==> src/rtl/entropy_sample_conditioner.sv <==
// Entropy sample conditioner: windowed average of raw 16-bit samples plus a hysteresis FSM
// that raises a one-shot flush request and a sustained stall request.
// Latency: average 1 clock after accept, FSM/flush/stall 2 clocks; s_ready is always high out of reset.
// Optional macro ENTROPY_COND_STALE_EN builds an idle-sample watchdog that drives `stale`.
module entropy_sample_conditioner #(
    parameter int          AVG_LOG2     = 2,
    parameter logic [15:0] HI_THRESH    = 16'd48000,
    parameter logic [15:0] LO_THRESH    = 16'd32000,
    parameter int          HOLD_CYCLES  = 8,
    parameter int          STALE_CYCLES = 64
) (
    input  logic        clk,
    input  logic        rst,
    input  logic        s_valid,
    output logic        s_ready,
    input  logic [15:0] s_data,
    output logic [15:0] external_entropy_out,
    output logic [7:0]  entropy_score_out,
    output logic        flush_req,
    output logic        stall_req,
    output logic [1:0]  cond_state,
    output logic        stale
);

    localparam int DEPTH  = 1 << AVG_LOG2;
    localparam int SUM_W  = 16 + AVG_LOG2;
    localparam int HOLD_W = $clog2(HOLD_CYCLES + 2);

    typedef enum logic [1:0] {
        IDLE  = 2'b00,
        TRACK = 2'b01,
        ALERT = 2'b10,
        COOL  = 2'b11
    } state_t;

    state_t              state_q, state_d;
    logic [15:0]         win_q [DEPTH];
    logic [15:0]         win_d [DEPTH];
    logic [SUM_W-1:0]    sum_q, sum_d;
    logic [15:0]         avg_q, avg_d;
    logic [7:0]          score_q, score_d;
    logic                s_ready_q, s_ready_d;
    logic                acc_q, acc_d;
    logic [HOLD_W-1:0]   cool_cnt_q, cool_cnt_d;
    logic                flush_q, flush_d;
    logic                stall_q, stall_d;
    logic                stale_q, stale_d;
    logic                accept;

    assign accept = s_valid && s_ready_q;

    // Window shift and running sum: newest sample enters at index 0, oldest drops out of the sum.
    always_comb begin
        win_d     = win_q;
        sum_d     = sum_q;
        avg_d     = avg_q;
        score_d   = score_q;
        s_ready_d = 1'b1;
        acc_d     = accept;
        if (accept) begin
            win_d[0] = s_data;
            for (int i = 1; i < DEPTH; i++) begin
                win_d[i] = win_q[i-1];
            end
            sum_d   = sum_q + SUM_W'(s_data) - SUM_W'(win_q[DEPTH-1]);
            avg_d   = 16'(sum_d >> AVG_LOG2);
            score_d = avg_d[15:8];
        end
    end

    // Hysteresis FSM on the registered average; flush marks each ALERT entry for one clock.
    always_comb begin
        state_d    = state_q;
        cool_cnt_d = cool_cnt_q;
        flush_d    = 1'b0;
        case (state_q)
            IDLE: begin
                if (acc_q) state_d = TRACK;
            end
            TRACK: begin
                if (avg_q >= HI_THRESH) begin
                    state_d = ALERT;
                    flush_d = 1'b1;
                end
            end
            ALERT: begin
                if (avg_q < LO_THRESH) begin
                    state_d    = COOL;
                    cool_cnt_d = HOLD_W'(HOLD_CYCLES);
                end
            end
            COOL: begin
                cool_cnt_d = (cool_cnt_q == '0) ? '0 : cool_cnt_q - 1'b1;
                // A fresh excursion wins over cooldown expiry on the same clock.
                if (avg_q >= HI_THRESH) begin
                    state_d = ALERT;
                    flush_d = 1'b1;
                end else if (cool_cnt_q <= HOLD_W'(1)) begin
                    state_d = TRACK;
                end
            end
            default: state_d = IDLE;
        endcase
        stall_d = (state_d == ALERT) || (state_d == COOL) || stale_d;
    end

`ifdef ENTROPY_COND_STALE_EN
    localparam int STALE_W = $clog2(STALE_CYCLES + 1);

    logic [STALE_W-1:0] stale_cnt_q, stale_cnt_d;

    // Idle watchdog: counts clocks without an accept once active, saturating at the limit.
    always_comb begin
        stale_cnt_d = stale_cnt_q;
        if (accept) begin
            stale_cnt_d = '0;
        end else if ((state_q != IDLE) && (stale_cnt_q != STALE_W'(STALE_CYCLES))) begin
            stale_cnt_d = stale_cnt_q + 1'b1;
        end
        stale_d = !accept && (stale_cnt_d == STALE_W'(STALE_CYCLES));
    end

    // Watchdog counter register.
    always_ff @(posedge clk) begin
        if (rst) stale_cnt_q <= '0;
        else     stale_cnt_q <= stale_cnt_d;
    end
`else
    // No watchdog in this build; the idle limit still shares the parameter list.
    assign stale_d = 1'b0 && (STALE_CYCLES > 0);
`endif

    // All state and outputs registered; reset wins over any accept or pending transition.
    always_ff @(posedge clk) begin
        if (rst) begin
            for (int i = 0; i < DEPTH; i++) begin
                win_q[i] <= '0;
            end
            sum_q      <= '0;
            avg_q      <= '0;
            score_q    <= '0;
            s_ready_q  <= 1'b0;
            acc_q      <= 1'b0;
            state_q    <= IDLE;
            cool_cnt_q <= '0;
            flush_q    <= 1'b0;
            stall_q    <= 1'b0;
            stale_q    <= 1'b0;
        end else begin
            win_q      <= win_d;
            sum_q      <= sum_d;
            avg_q      <= avg_d;
            score_q    <= score_d;
            s_ready_q  <= s_ready_d;
            acc_q      <= acc_d;
            state_q    <= state_d;
            cool_cnt_q <= cool_cnt_d;
            flush_q    <= flush_d;
            stall_q    <= stall_d;
            stale_q    <= stale_d;
        end
    end

    assign s_ready              = s_ready_q;
    assign external_entropy_out = avg_q;
    assign entropy_score_out    = score_q;
    assign flush_req            = flush_q;
    assign stall_req            = stall_q;
    assign cond_state           = state_q;
    assign stale                = stale_q;

endmodule
==> config.mk <==
export PLATFORM = sky130hd
export DESIGN_NAME = entropy_sample_conditioner
export DESIGN_NICKNAME = d
export VERILOG_FILES = /design/src/rtl/entropy_sample_conditioner.sv
export SDC_FILE = /design/constraint.sdc
export NUM_CORES = 1
export LEC_CHECK = 0
export ABC_AREA = 1
export ABC_CLOCK_PERIOD_IN_PS = 5700
export CORE_ASPECT_RATIO = 1.5
export CORE_MARGIN = 4
export CORE_UTILIZATION = 51
export CTS_CLUSTER_SIZE = 40
export DETAILED_ROUTE_END_ITERATION = 10
export PLACE_DENSITY = 0.82
export SETUP_SLACK_MARGIN = 0.05
export SYNTH_ARGS = -nofsm -noshare
export SYNTH_HDL_FRONTEND = slang
export SYNTH_SLANG_ARGS = --single-unit
==> constraint.sdc <==
create_clock -name clk -period 5.7 [get_ports clk]
set_input_delay 0.57 -clock clk [delete_from_list [all_inputs] [get_ports clk]]
set_output_delay 0.57 -clock clk [all_outputs]
set_load 0.02 [all_outputs]
# Yosys cells after proc, flatten, opt, wreduce, memory -nomap -nowiden

Index checks and enable logic that the tools add are counted.

$add $sub $neg: 3
Shift operators: 0
Multiply operators: 0
Divide/modulo/power cells: 0
Muxes and demuxes: 11
Reduce and logical (&&, ||, !) cells: 8
$lt $le $gt $ge: 3
Bitwise gates (word level): 1
Eq/ne operators: 6

Operators with widths:

| operator             | count |
|---|---|
| $add 18x16->18       | 1 |
| $sub 18x16->18       | 1 |
| $ge 16x16->1 const B | 1 |
| $lt 16x15->1 const B | 1 |
| $mux 2               | 5 |
| $eq 2x2->1 const B   | 4 |
| $mux 4               | 2 |
| $pmux 2 s4           | 1 |
| $pmux 4 s2           | 1 |
| $le 4x1->1 const B   | 1 |
| $logic_not 4->1      | 1 |
| $reduce_or 2->1      | 2 |
| $sub 4x1->4 const B  | 1 |
| $eq 2x1->1 const B   | 1 |
| $logic_not 2->1      | 1 |
| $mux 1               | 2 |
| $ne 2x2->1 const B   | 1 |
| $reduce_and 2->1     | 1 |
| $reduce_bool 2->1    | 1 |
| $logic_and 1x1->1    | 1 |
| $logic_or 1x1->1     | 1 |
| $not 1->1            | 1 |

Register bits: 116
Memories: 0
Logic and storage cells: 45
Memory bits (read-only): 0
Latch bits: 0
Output and inout port bits: 30
Bits in writable memories: 0

# Depth between registers and ports, before layout

Word-level depth: 6
Mapped depth: 16

# Least setup slack after synthesis

Ideal clock, no wire load.

Kind: input to register
From: in s_data[8]
To: reg sum_q[9]
Arrival: 2238 ps
Cell stages on the path: 11
Setup slack: 3346 ps
Library setup time: 115 ps
Cells stage by stage: inv_1 > fa_1 > inv_1 > ha_1 > nand2_1 > inv_1 > a21oi_1 > nand3_2 > xor2_1 > o21ai_0 > inv_1

Word-level cells in the longest chain between the ends: 2

RTL lines:

| item                 | RTL line | RTL |
|---|---|---|
| from (decl)          | 16       | `input logic [15:0] s_data,` |
| $add 18x16->18       | 65       | `sum_d = sum_q + SUM_W'(s_data) - SUM_W'(win_q[DEPTH-1]);` |
| $sub 18x16->18       | 65       |  |
| to (signal assigned) | 151      | `sum_q <= sum_d;` |
| to (decl)            | 39       | `logic [SUM_W-1:0] sum_q, sum_d;` |

Every way passes these cells.
A chain may end at the register's enable or synchronous reset.

# Worst setup path in the final report

From: in s_data[4]
To: reg sum_q[11]

The elaborated chain is that of the path after synthesis.

==> results.json <==
{
  "worstPathArrival_ns": 3.04,
  "power_density_nw_per_um2": 343,
  "avgSynthCellArea_um2": 7.09,
  "n_antenna_cell": 0,
  "grt_max_degree": 92,
  "place_area_um2": 5330,
  "rsz0062_at_grt": "false",
  "vias": 4250,
  "finalSetupTns_ns": 0,
  "yosys_warnings": 0,
  "die_y_um": 129,
  "place_inst": 818,
  "cts_made_buffers": 9,
  "synth_area_leaders": "dfxtp_1 (37%), nor2_1 (9.6%), inv_1 (8.6%)",
  "synth_top_area_share_pct": 36.9,
  "cts.path.max_buffers": 2,
  "ys_seq_elements": 92,
  "endpoint_kind": "flop",
  "maxSlewViolCount": 0,
  "drtIter0Drc": 202,
  "grtUsageTotal_pct": 19.5,
  "core-area_um2": 9630,
  "dr.pass1.iters": 5,
  "slowest_stage": "fa_1",
  "root_buffer": "clkbuf_16",
  "ys_seq_area_share_pct": 36.9,
  "ir_worst_vdd_uv": 206,
  "dieArea_um2": 11500,
  "cpMostUsedCell": "nand2_1",
  "crit_type": "in2reg",
  "wl_per_cell_um": 12.7,
  "r2r_slack_ns": 3.23,
  "hp-class": "reg2reg",
  "syn_inst": 704,
  "grt_pass1_wl_um": 17800,
  "path_cells": "clkdlybuf4s50_1 > inv_1 > fa_1 > inv_1 > ha_1 > a21oi_1 > nor2_1 > nor2_1 > nand2_1 > nand2_1 > nand2_1 > nand2_1 > nand3_1 > nand2_1 > inv_1",
  "syn_area_um2": 4990,
  "io_pins": 49,
  "post-cts-setup-buffers": 0,
  "cp-start-kind": "input pin",
  "row_count": 44,
  "total_power_mw": 1.94,
  "antenna_found_initial": 0,
  "ant_nets": 0,
  "cts_tree": "done",
  "final_cells": 833,
  "layout-drive-gt1-share_pct": 3.34,
  "setup_viol": 0,
  "wirelength_um": 10600,
  "status": "complete, no violations",
  "leakage_nw": 2.67,
  "crit_buf_inv": 4,
  "detail_route.vias_per_cell": 5.10,
  "clk_pin_slew_ns": 0.06,
  "route.detailed.drc": 0,
  "routabilityCongestion": 0.877,
  "yosysUniqueCellTypes": 30,
  "die_w_um": 88.8,
  "final_net_count": 770,
  "grt_pass1_vias": 4015,
  "cts.sinks": 92,
  "drv_cap": 0,
  "fillers": 868,
  "hold_violations": 0,
  "clk_latency_ns": 0.34,
  "cts_resized": 0,
  "initial_core_util_pct": 51.8,
  "worst_pin_slew_ns": 0.875,
  "min_period_over_period_pct": 49.3,
  "portBuffers": 47,
  "area_growth_pct": 13.5,
  "ctsHoldBuffers": 0,
  "htree_levels": 3,
  "clock_skew_ns": 0.00982,
  "finalCriticalPeriod_ns": 2.81,
  "dp_hpwl_um": 7750,
  "relSlewSlack_pct": 41.7,
  "crit_family": "adder cells",
  "synth_top_cell_by_area": "dfxtp_1",
  "syn-num-nets": 760,
  "fmax_mhz": 356,
  "fin_area_um2": 5670,
  "grt-ovfl-total": 0,
  "cp.required_ns": 5.93,
  "critPathMaxFanout": 4,
  "max_stage_delay_ns": 0.53
}
[state kept, by name, summed over array words and instances, names as in the netlist]
| name | flops |
|---|---|
| s_ready | 1 |
| acc_q | 1 |
| cond_state | 2 |
| win_q | 64 |
| sum_q | 18 |
| flush_req | 1 |
| stall_req | 1 |
| cool_cnt_q | 4 |
[Yosys cell counts]
master,instances
nand2_2,2
nand4_1,5
and3_1,1
conb_1,1
fa_1,16
xor2_1,6
o21ai_2,1
clkinv_1,1
a31oi_1,1
nand3_2,1
a21oi_1,51
inv_1,115
nand3b_1,1
clkbuf_1,17
o21ai_0,81
ha_1,21
inv_2,1
nor2_1,128
nand3_1,28
o211ai_1,2
and2_1,2
xnor2_1,1
clkbuf_4,1
nor3_1,6
buf_2,7
nand2_1,87
buf_4,26
o41ai_1,1
dfxtp_1,92
nor2_2,1
[power by group]
group          internal, mW  leakage (nW)  total, mW  switching [mW]
combinational         0.212          1.76      0.555           0.343
sequential            0.690         0.757      0.722          0.0327
clock                 0.426         0.162      0.667           0.241
total                  1.33          2.67       1.94           0.617
[through the flow]
step	worst slack, ns	hold slack (ns)	utilization [%]
2_1_floorplan	3.35	0.433	-
3_3_place_gp	2.63	0.448	55.3
3_5_place_dp	2.60	0.458	55.3
4_1_cts	2.95	0.465	58.8
5_1_grt	2.75	0.487	58.8
6_report	2.89	0.463	58.8
[path summary, 6_finish.rpt]
check,from,end,cells past startpoint
worst max-delay path,s_data[4],sum_q[11]$_SDFFE_PP0P_,15
worst min-delay path,cool_cnt_q[3]$_SDFFE_PP0P_,cool_cnt_q[3]$_SDFFE_PP0P_,2
worst max register to register,sum_q[13]$_SDFFE_PP0P_,sum_q[17]$_SDFFE_PP0P_,12
worst min register to register,cool_cnt_q[3]$_SDFFE_PP0P_,cool_cnt_q[3]$_SDFFE_PP0P_,2
[worst register-to-register path: cells and delay by family (launching register included)]
family | cells | cell delay, ns
and+or+nand+nor | 8 | 0.91
buffers and inverters | 2 | 0.16
DFF | 1 | 0.40
adders and majority gates | 2 | 0.90
[cells in the final DEF (no fill, tap or decap), types with 2 or more instances in the layout]
cell and count:
bufinv_16 3, nand2_1 87, xor2_1 6, clkbuf_16 9, inv_1 115, and2_1 2
fa_1 16, o21ai_0 81, nor3_1 6, nand2_2 2, a21oi_1 51, nand4_1 5
nor2_1 128, o211ai_1 2, buf_4 3, ha_1 21, clkdlybuf4s50_1 47, dfxtp_1 92
nand3_1 28
[per-layer routing]
layer  routed length, um  vias up  global-route usage, %
met1                4610     1942                   23.4
met2                5290       86                   33.9
met4                 333        0                   8.10
li1                    -     2194                      -
met3                 321       28                   3.24
met5                   0        -                      0
[logic make-up (layout without fill, tap and decap cells)]
group,Yosys count,count (layout),share of synthesized area [%]
AND/OR/NAND/NOR,262,262,21.3
buffers and inverters,168,182,14.8
AO/OA/AOI/OAI,137,137,14.0
flip-flops,92,92,36.9
adder cells (fa/ha/maj),37,37,11.7
XOR/XNOR,7,7,1.23
other,1,1,0.0751
[cell type report]
| type | instances | area (um^2) | share of cell area, % |
|---|---|---|---|
| multi-input cells | 444 | 2410 | 42.6 |
| well taps | 115 | 144 | 2.54 |
| clock buffers | 9 | 225 | 3.98 |
| repair buffers | 50 | 493 | 8.70 |
| clock inverters | 6 | 111 | 1.97 |
| flip-flops and latches | 92 | 1840 | 32.5 |
| inverters | 117 | 439 | 7.75 |
(Power assumes the default switching activity.)
